[src/rtl/alu_share_arbiter.sv]
// alu_share_arbiter: round-robin sharing of one multi-cycle 8-bit ALU between NUM_REQ requesters
module alu_share_arbiter #(
    parameter int NUM_REQ     = 2,
    parameter int ALU_LATENCY = 2
) (
    input  logic                   clk,
    input  logic                   reset_n,
    input  logic [NUM_REQ-1:0]     req_valid,
    output logic [NUM_REQ-1:0]     req_ready,
    input  logic [2*NUM_REQ-1:0]   req_opcode,
    input  logic [8*NUM_REQ-1:0]   req_operand1,
    input  logic [8*NUM_REQ-1:0]   req_operand2,
    output logic [NUM_REQ-1:0]     resp_valid,
    input  logic [NUM_REQ-1:0]     resp_ready,
    output logic [7:0]             resp_result,
    output logic                   resp_err,
    output logic                   busy,
    output logic [1:0]             alu_opcode,
    output logic [7:0]             alu_operand1,
    output logic [7:0]             alu_operand2,
    input  logic [7:0]             alu_result
);

    localparam int PW = $clog2(NUM_REQ);

    typedef enum logic [1:0] {IDLE, EXEC, RESP} state_t;

    state_t              state, state_nxt;
    logic [PW-1:0]       ptr, owner, win;
    logic                found;
    logic [NUM_REQ-1:0]  rot;
    logic [1:0]          win_op;
    logic [7:0]          win_a, win_b;
    logic                div_zero;
    logic                own_ready;
    logic [3:0]          cnt;

    // rotate the request vector so bit 0 is the requester just after the last winner
    always_comb begin
        rot = NUM_REQ'({req_valid, req_valid} >> (int'(ptr) + 1));
    end

    // lowest set bit of the rotated vector is the round-robin winner
    always_comb begin
        win   = '0;
        found = 1'b0;
        for (int j = NUM_REQ - 1; j >= 0; j--) begin
            if (rot[j]) begin
                win   = PW'((int'(ptr) + j + 1) % NUM_REQ);
                found = 1'b1;
            end
        end
    end

    // select the winner's opcode and operands
    always_comb begin
        win_op = '0;
        win_a  = '0;
        win_b  = '0;
        for (int i = 0; i < NUM_REQ; i++) begin
            if (win == PW'(i)) begin
                win_op = req_opcode[2*i +: 2];
                win_a  = req_operand1[8*i +: 8];
                win_b  = req_operand2[8*i +: 8];
            end
        end
        div_zero = (win_op == 2'b11) && (win_b == 8'd0);
    end

    // handshake strobes; both channels are held off while reset is asserted
    always_comb begin
        req_ready  = '0;
        resp_valid = '0;
        own_ready  = 1'b0;
        for (int i = 0; i < NUM_REQ; i++) begin
            req_ready[i]  = reset_n && (state == IDLE) && found && (win == PW'(i));
            resp_valid[i] = reset_n && (state == RESP) && (owner == PW'(i));
            own_ready     = own_ready | (resp_ready[i] && (owner == PW'(i)));
        end
        busy = (state != IDLE);
    end

    // state register
    always_ff @(posedge clk) begin
        if (!reset_n) state <= IDLE;
        else          state <= state_nxt;
    end

    // next state: divide-by-zero skips the ALU entirely
    always_comb begin
        state_nxt = state;
        case (state)
            IDLE:    state_nxt = found ? (div_zero ? RESP : EXEC) : IDLE;
            EXEC:    state_nxt = (cnt == 4'd0) ? RESP : EXEC;
            RESP:    state_nxt = own_ready ? IDLE : RESP;
            default: state_nxt = IDLE;
        endcase
    end

    // pointer and owner move only when a request is accepted
    always_ff @(posedge clk) begin
        if (!reset_n) begin
            ptr   <= PW'(NUM_REQ - 1);
            owner <= '0;
        end else if (state == IDLE && found) begin
            ptr   <= win;
            owner <= win;
        end
    end

    // ALU operand registers, held for the whole operation
    always_ff @(posedge clk) begin
        if (!reset_n) begin
            alu_opcode   <= '0;
            alu_operand1 <= '0;
            alu_operand2 <= '0;
        end else if (state == IDLE && found) begin
            alu_opcode   <= win_op;
            alu_operand1 <= win_a;
            alu_operand2 <= win_b;
        end
    end

    // latency counter; the result is sampled one edge after it has been valid for a full cycle
    always_ff @(posedge clk) begin
        if (!reset_n)                      cnt <= '0;
        else if (state == IDLE && found)   cnt <= 4'(ALU_LATENCY);
        else if (state == EXEC && cnt != 0) cnt <= cnt - 4'd1;
    end

    // response registers, held stable through RESP
    always_ff @(posedge clk) begin
        if (!reset_n) begin
            resp_result <= '0;
            resp_err    <= 1'b0;
        end else if (state == IDLE && found && div_zero) begin
            resp_result <= 8'hFF;
            resp_err    <= 1'b1;
        end else if (state == EXEC && cnt == 4'd0) begin
            resp_result <= alu_result;
            resp_err    <= 1'b0;
        end
    end

endmodule

[config.mk]
export PLATFORM = sky130hd
export DESIGN_NAME = alu_share_arbiter
export DESIGN_NICKNAME = d
export VERILOG_FILES = /design/src/rtl/alu_share_arbiter.sv
export SDC_FILE = /design/constraint.sdc
export NUM_CORES = 1
export LEC_CHECK = 0
export ABC_CLOCK_PERIOD_IN_PS = 1950
export CAP_MARGIN = 20
export CORE_ASPECT_RATIO = 1.1
export CORE_MARGIN = 1
export CORE_UTILIZATION = 30
export CTS_CLUSTER_DIAMETER = 200
export CTS_CLUSTER_SIZE = 30
export DETAILED_ROUTE_END_ITERATION = 10
export SLEW_MARGIN = 0
export SYNTH_ARGS = -nofsm -noshare
export SYNTH_HDL_FRONTEND = slang
export SYNTH_SLANG_ARGS = --single-unit
[constraint.sdc]
create_clock -name clk -period 1.95 [get_ports clk]
set_clock_uncertainty 0.1 [all_clocks]
set_input_delay 0.195 -clock clk [delete_from_list [all_inputs] [get_ports clk]]
set_output_delay 0.195 -clock clk [all_outputs]
set_load 0.1 [all_outputs]
==> results of run 1 <==
## power breakdown
group          internal, mW  total (mW)  switching (mW)
registers             0.832       0.897          0.0650
logic                 0.474        1.59            1.11
clock network         0.381       0.661           0.281
## area by class of cell
type	instances	area [sq um]
Clock inverter	3	43.79
Timing Repair Buffer	90	860.8
Multi-Input combinational cell	124	910.9
Inverter	3	11.26
Sequential cell	35	700.7
Fill cell	517	2670
Tap cell	75	93.84
Clock buffer	5	68.82
## layer usage
layer	vias to the layer above	wire length (um)	share of wire [%]	track usage, %
met1	665	1866	46	17.89
met3	8	332	8.2	5.897
li1	790	-	-	-
met4	0	65	1.6	6.275
met2	57	1779	44	23.70
met5	-	0	0	0
## stage by stage
stage / total power [mW] / cells
after floorplan: 2.114 / 173
after global placement: 2.496 / 327
after detailed placement: 2.504 / 327
after CTS: 3.172 / 335
after global routing: 3.293 / 335
final: 3.145 / 335
## Yosys cell counts (2+ instances only)
| cell type | number |
|---|---|
| a211oi_1 | 8 |
| a211oi_2 | 10 |
| a21oi_1 | 2 |
| buf_2 | 3 |
| buf_4 | 4 |
| buf_6 | 2 |
| dfxtp_1 | 35 |
| inv_1 | 3 |
| mux2i_1 | 27 |
| nand2_1 | 9 |
| nand3_1 | 5 |
| nor2_1 | 28 |
| nor3_1 | 3 |
| nor4_1 | 2 |
| nor4bb_1 | 2 |
| o21ai_0 | 7 |
| o21ai_1 | 2 |
| xor2_1 | 2 |
## sequential cells by signal (all words and copies together), names as in the netlist
signal        cells
alu_operand1      8
alu_operand2      8
resp_result       8
cnt               4
alu_opcode        2
state             2
owner             1
ptr               1
resp_err          1
## how the worst min path moves through the flow
stage                  start  cells past startpoint              to  slack, ps
2_1_floorplan  alu_result[2]                      2  resp_result[2]        270
3_3_place_gp        resp_err                      2        resp_err        350
3_5_place_dp        resp_err                      2        resp_err        350
4_1_cts             resp_err                      2        resp_err        360
5_1_grt             resp_err                      2        resp_err        370
6_report            resp_err                      2        resp_err        360
## logic make-up after synthesis
logic type | after synthesis
simple gates | 59
flops | 35
compound gates | 34
mux | 27
buf+inv | 14
xor+xnor | 3
fa+ha+maj | 1
## what timing repair did
item | in CTS | in global routing
setup buffers | 0 | 0
gates resized for setup | 0 | 1
endpoints found under the setup margin | 0 | 1
## worst reg2reg max path, delay by kind of cell, from the launching register on
family / cells / cell delay [ps]
DFF: 1 / 320
buffers and inverters: 1 / 90
AOI/OAI and AO/OA: 1 / 240
adders and majority gates: 1 / 200
and+or+nand+nor: 3 / 640
==> reports/metrics.csv, run 1 <==
metric;value;unit
syn_area;1669;sq um
cap_violations;0;
io_pins;82;
synth_top_area_share;41.98;%
worst_path_largest_cell_delay;330;ps
crit_buf_inv;2;
synthCells;173;
ff2ff_path_depth;6;
placementRows;28;
antenna_found_initial;0;
fin_nets;310;
ys_seq_elements;35;
timing.rr.end;cnt[1];
clk_path_buf_depth;2;
vias;1520;
gr-total-overflow;0;
finalCriticalPeriod;1870;ps
crit_type;reg -> out;
num_antenna_cells;0;
crit_required;1650;ps
crit_fanout;4;
dr.pass1.iters;4;
ys_seq_area_share;41.98;%
cts_sinks;35;
port_buffers;81;
avgRoutedWirePerCell;12.07;um
cts_made_buffers;5;
ant_nets;0;
setup_ws;79.68;ps
syn_nets;224;
synth_compound_area_share;17.09;%
stdcell_area;2690;sq um
coreArea;5360;sq um
path_delay_family;simple AND/OR/NAND/NOR gates;
dp_slack;84.82;ps
irDropWorstVdd;601.3;uV
synth.top_cells.by_area;dfxtp_1, mux2i_1, a211oi_2;
status;finished, final reports clean;
rsz0062_at_grt;false;
synth_xor_area_share;1.574;%
cts_hold_buf;0;
path_cells;or2_4, nor3_1, buf_4, and2_2, buf_12;
postPlaceCellArea;2575;sq um
critPathLaunch;state[1];
avgSynthCellArea;9.648;sq um
htreeDepth;2;
crit_arrival;1580;ps
hold_class;reg -> reg;
r2r-start;cnt[0];
holdWs;358.2;ps
p_leak;1.146;nW
cp-end-kind;primary output;
crit_slowest_cell;dfxtp_1;
chipHeight;80.23;um
muxShareOfSynthArea;16.19;%
drc;0;
area_delta_synth_final;61.17;%
cts_tree;yes;
hpwl;3.124;mm
relSlewSlack;73.17;%
viasPerCell;4.537;
async_reset_ff_share;0;%
final_common_cell;clkdlybuf4s50_1;
fp.dieW;73.12;um
crit_path_start_kind;flop;
power_density;1169;nW/um^2
gp_congestion;0.7597;
synth_fa_ha_area_share;0.7496;%
period_share;95.91;%
final_core_util;50.19;%
tightest_slew;397.1;ps
setup_tns;0;ps
critPathCapture;req_ready[1];
hold_viol_final;0;
yosysUniqueCellTypes;37;
final_cell_mix;clkdlybuf4s50_1, buf_4, dfxtp_1;
die_area;5866;sq um
root_buffer;clkbuf_8;
grt_first_pass_wirelength;6.741;mm
rrSetupSlack;250;ps
cp.depth;5;
synth_edf_count;0;
fmax;534.7;MHz
gr-usage-all-layers;15.00;%
clk_latency;290;ps
slew_violations;0;
drt_first_iter_violations;34;
yosys_warnings;0;
grt_max_degree;28;
wirelength;4.044;mm
setup_violations;0;
grt_pass1_vias;1476;
synth_top_family_by_area;simple AND/OR/NAND/NOR gates;
yosys.area.top_type;dfxtp_1;
clkSlewWorstSetupHoldPaths;80;ps
initial_utilization;31.14;%
drive_gt1_share;25.77;%
synth-simple-area-share;17.17;%
ys.flop_type;dfxtp_1;
(Power assumes the default switching activity.)
==> run 2, diff against run 1 <==
CTS_BUF_LIST = sky130_fd_sc_hd__clkbuf_4   (was default)
==> run 2 against run 1 <==
Hold slack improved by 6.4 ps. Fmax decreased by 0.60%. Count of clock-buffer cells in the layout unchanged. Sequential share of layout area is 0.14 points higher. Non-clock buffer count rose by 2. Critical path depth unchanged. Critical endpoint unchanged. Largest power group unchanged.
==> reports/metrics.csv, run 2 (synthesized netlist as in run 1, its figures left out) <==
metric;value;unit
p_leak;1.144;nW
avgRoutedWirePerCell;11.97;um
setup_tns;0;ps
crit_fanout;4;
ff2ff_path_depth;6;
clk_path_buf_depth;2;
vias;1532;
pwr-share-clk;17.6;%
cts_made_buffers;5;
path_cells;or2_4, nor3_2, buf_4, and2_2, buf_12;
final_common_cell;clkdlybuf4s50_1;
placementRows;28;
rrSetupSlack;240;ps
dr.pass1.iters;4;
ant_nets;0;
fp.dieW;73.12;um
p_sw;1.446;mW
clkSlewWorstSetupHoldPaths;120;ps
multi_input_area;915.9;sq um
rsz0062_at_grt;true;
viasPerCell;4.546;
antenna_found_initial;0;
intPower;1.592;mW
crit_type;reg -> out;
power_density;1134;nW/um^2
relSlewSlack;72.70;%
cap_violations;0;
status;finished, final reports clean;
gr-usage-all-layers;14.90;%
initial_utilization;31.14;%
whs_path_depth;2;
wirelength;4.035;mm
coreArea;5360;sq um
grt_pass1_vias;1476;
chipHeight;80.23;um
cts_hold_buf;0;
crit_arrival;1590;ps
post-place-cells;327;
worst_path_largest_cell_delay;350;ps
timing.rr.end;cnt[1];
holdWs;364.7;ps
io_pins;82;
r2r-start;cnt[0];
crit_slowest_cell;dfxtp_2;
die_area;5866;sq um
p_seq_share;29.5;%
grt_max_degree;28;
hold_viol_final;0;
n_fill_cell;522;
hold_class;reg -> reg;
hold_path_end;resp_err;
port_buffers;81;
irDropWorstVdd;597.7;uV
stdcell_count;337;
drc;0;
num_antenna_cells;0;
drive_gt1_share;27.10;%
gp_congestion;0.7597;
final_cell_mix;clkdlybuf4s50_1, buf_4, dfxtp_1;
grt_first_pass_wirelength;6.679;mm
fmax;531.5;MHz
hold_start;resp_err;
cts_tree;yes;
slew_violations;0;
fin_nets;312;
area_delta_synth_final;60.57;%
crit_required;1650;ps
final_core_util;50.00;%
tightest_slew;403.9;ps
finalCriticalPeriod;1882;ps
cts_sinks;35;
gr-total-overflow;0;
crit_path_start_kind;flop;
htreeDepth;2;
comb_power_share;52.9;%
cp-end-kind;primary output;
clk_latency;340;ps
setup_violations;0;
period_share;96.49;%
drt_first_iter_violations;41;
root_buffer;clkbuf_4;
top_regs;alu_operand1: 8 flops, alu_operand2: 8 flops, resp_result: 8 flops;
ff_latch_area;701.9;sq um
hpwl;3.124;mm
p_sw_share;47.60;%
==> run 2: cell types whose count changed in the layout (fill, tap and decap cells not counted) <==
| cell | before | now |
|---|---|---|
| dfxtp_1 | 35 | 34 |
| nor3_2 | 0 | 1 |
| buf_4 | 36 | 38 |
| dfxtp_2 | 0 | 1 |
| nor3_1 | 2 | 1 |
| clkbuf_8 | 5 | 0 |
| clkbuf_4 | 0 | 5 |
==> run 2: timing repair <==
action	in CTS	in global routing
endpoints found under the setup margin	2	2
gates resized for setup	2	1
buffers inserted	0	2
pin swaps	0	0
==> run 2: metrics by stage <==
step | worst slack, ps | total power [mW] | area (sq um)
floorplan | -163.6 | 2.114 | 1684
global placement | 89.26 | 2.496 | 2575
detailed placement | 84.82 | 2.504 | 2575
CTS | 11.66 | 3.054 | 2664
global route | -5.768 | 3.185 | 2680
finish | 68.44 | 3.038 | 2680
==> run 2: final cells by class <==
type / instances / area share, %
Timing Repair Buffer: 92 / 32.68
Clock inverter: 3 / 1.634
Tap cell: 75 / 3.501
Clock buffer: 5 / 1.401
Inverter: 3 / 0.4202
Sequential cell: 35 / 26.19
Multi-Input combinational cell: 124 / 34.17
==> run 2: worst max-delay path, delay by kind of cell, from the launching register on <==
kind                   cells  cell delay (ps)
and+or+nand+nor            3              580
DFF                        1              350
buffers and inverters      2              310
==> run 2: how the worst max path moves through the flow <==
stage / slack (ps) / startpoint / depth (start not counted) / to
global route: -6 / state[1] / 4 / req_ready[0]
detailed placement: 80 / req_valid[1] / 5 / resp_result[7]
CTS: 10 / state[1] / 4 / req_ready[0]
global placement: 90 / req_valid[0] / 5 / req_ready[0]
finish: 70 / state[1] / 5 / req_ready[1]
floorplan: -160 / state[1] / 3 / req_ready[0]
==> run 2: metal layers <==
metal	up-vias	GRT usage (%)	share of wire (%)
met5	-	0	0
met4	0	6.275	1.0
met3	4	5.897	8.3
met2	58	23.61	44
met1	677	17.67	46
li1	793	-	-
==> run 2: power groups by stage <==
stage / clock, mW / combinational [mW] / sequential, mW
floorplan: 0 / 0.539 / 1.57
CTS: 0.557 / 1.60 / 0.898
global placement: 0 / 1.58 / 0.912
finish: 0.535 / 1.61 / 0.897
detailed placement: 0 / 1.59 / 0.913
global route: 0.584 / 1.69 / 0.914
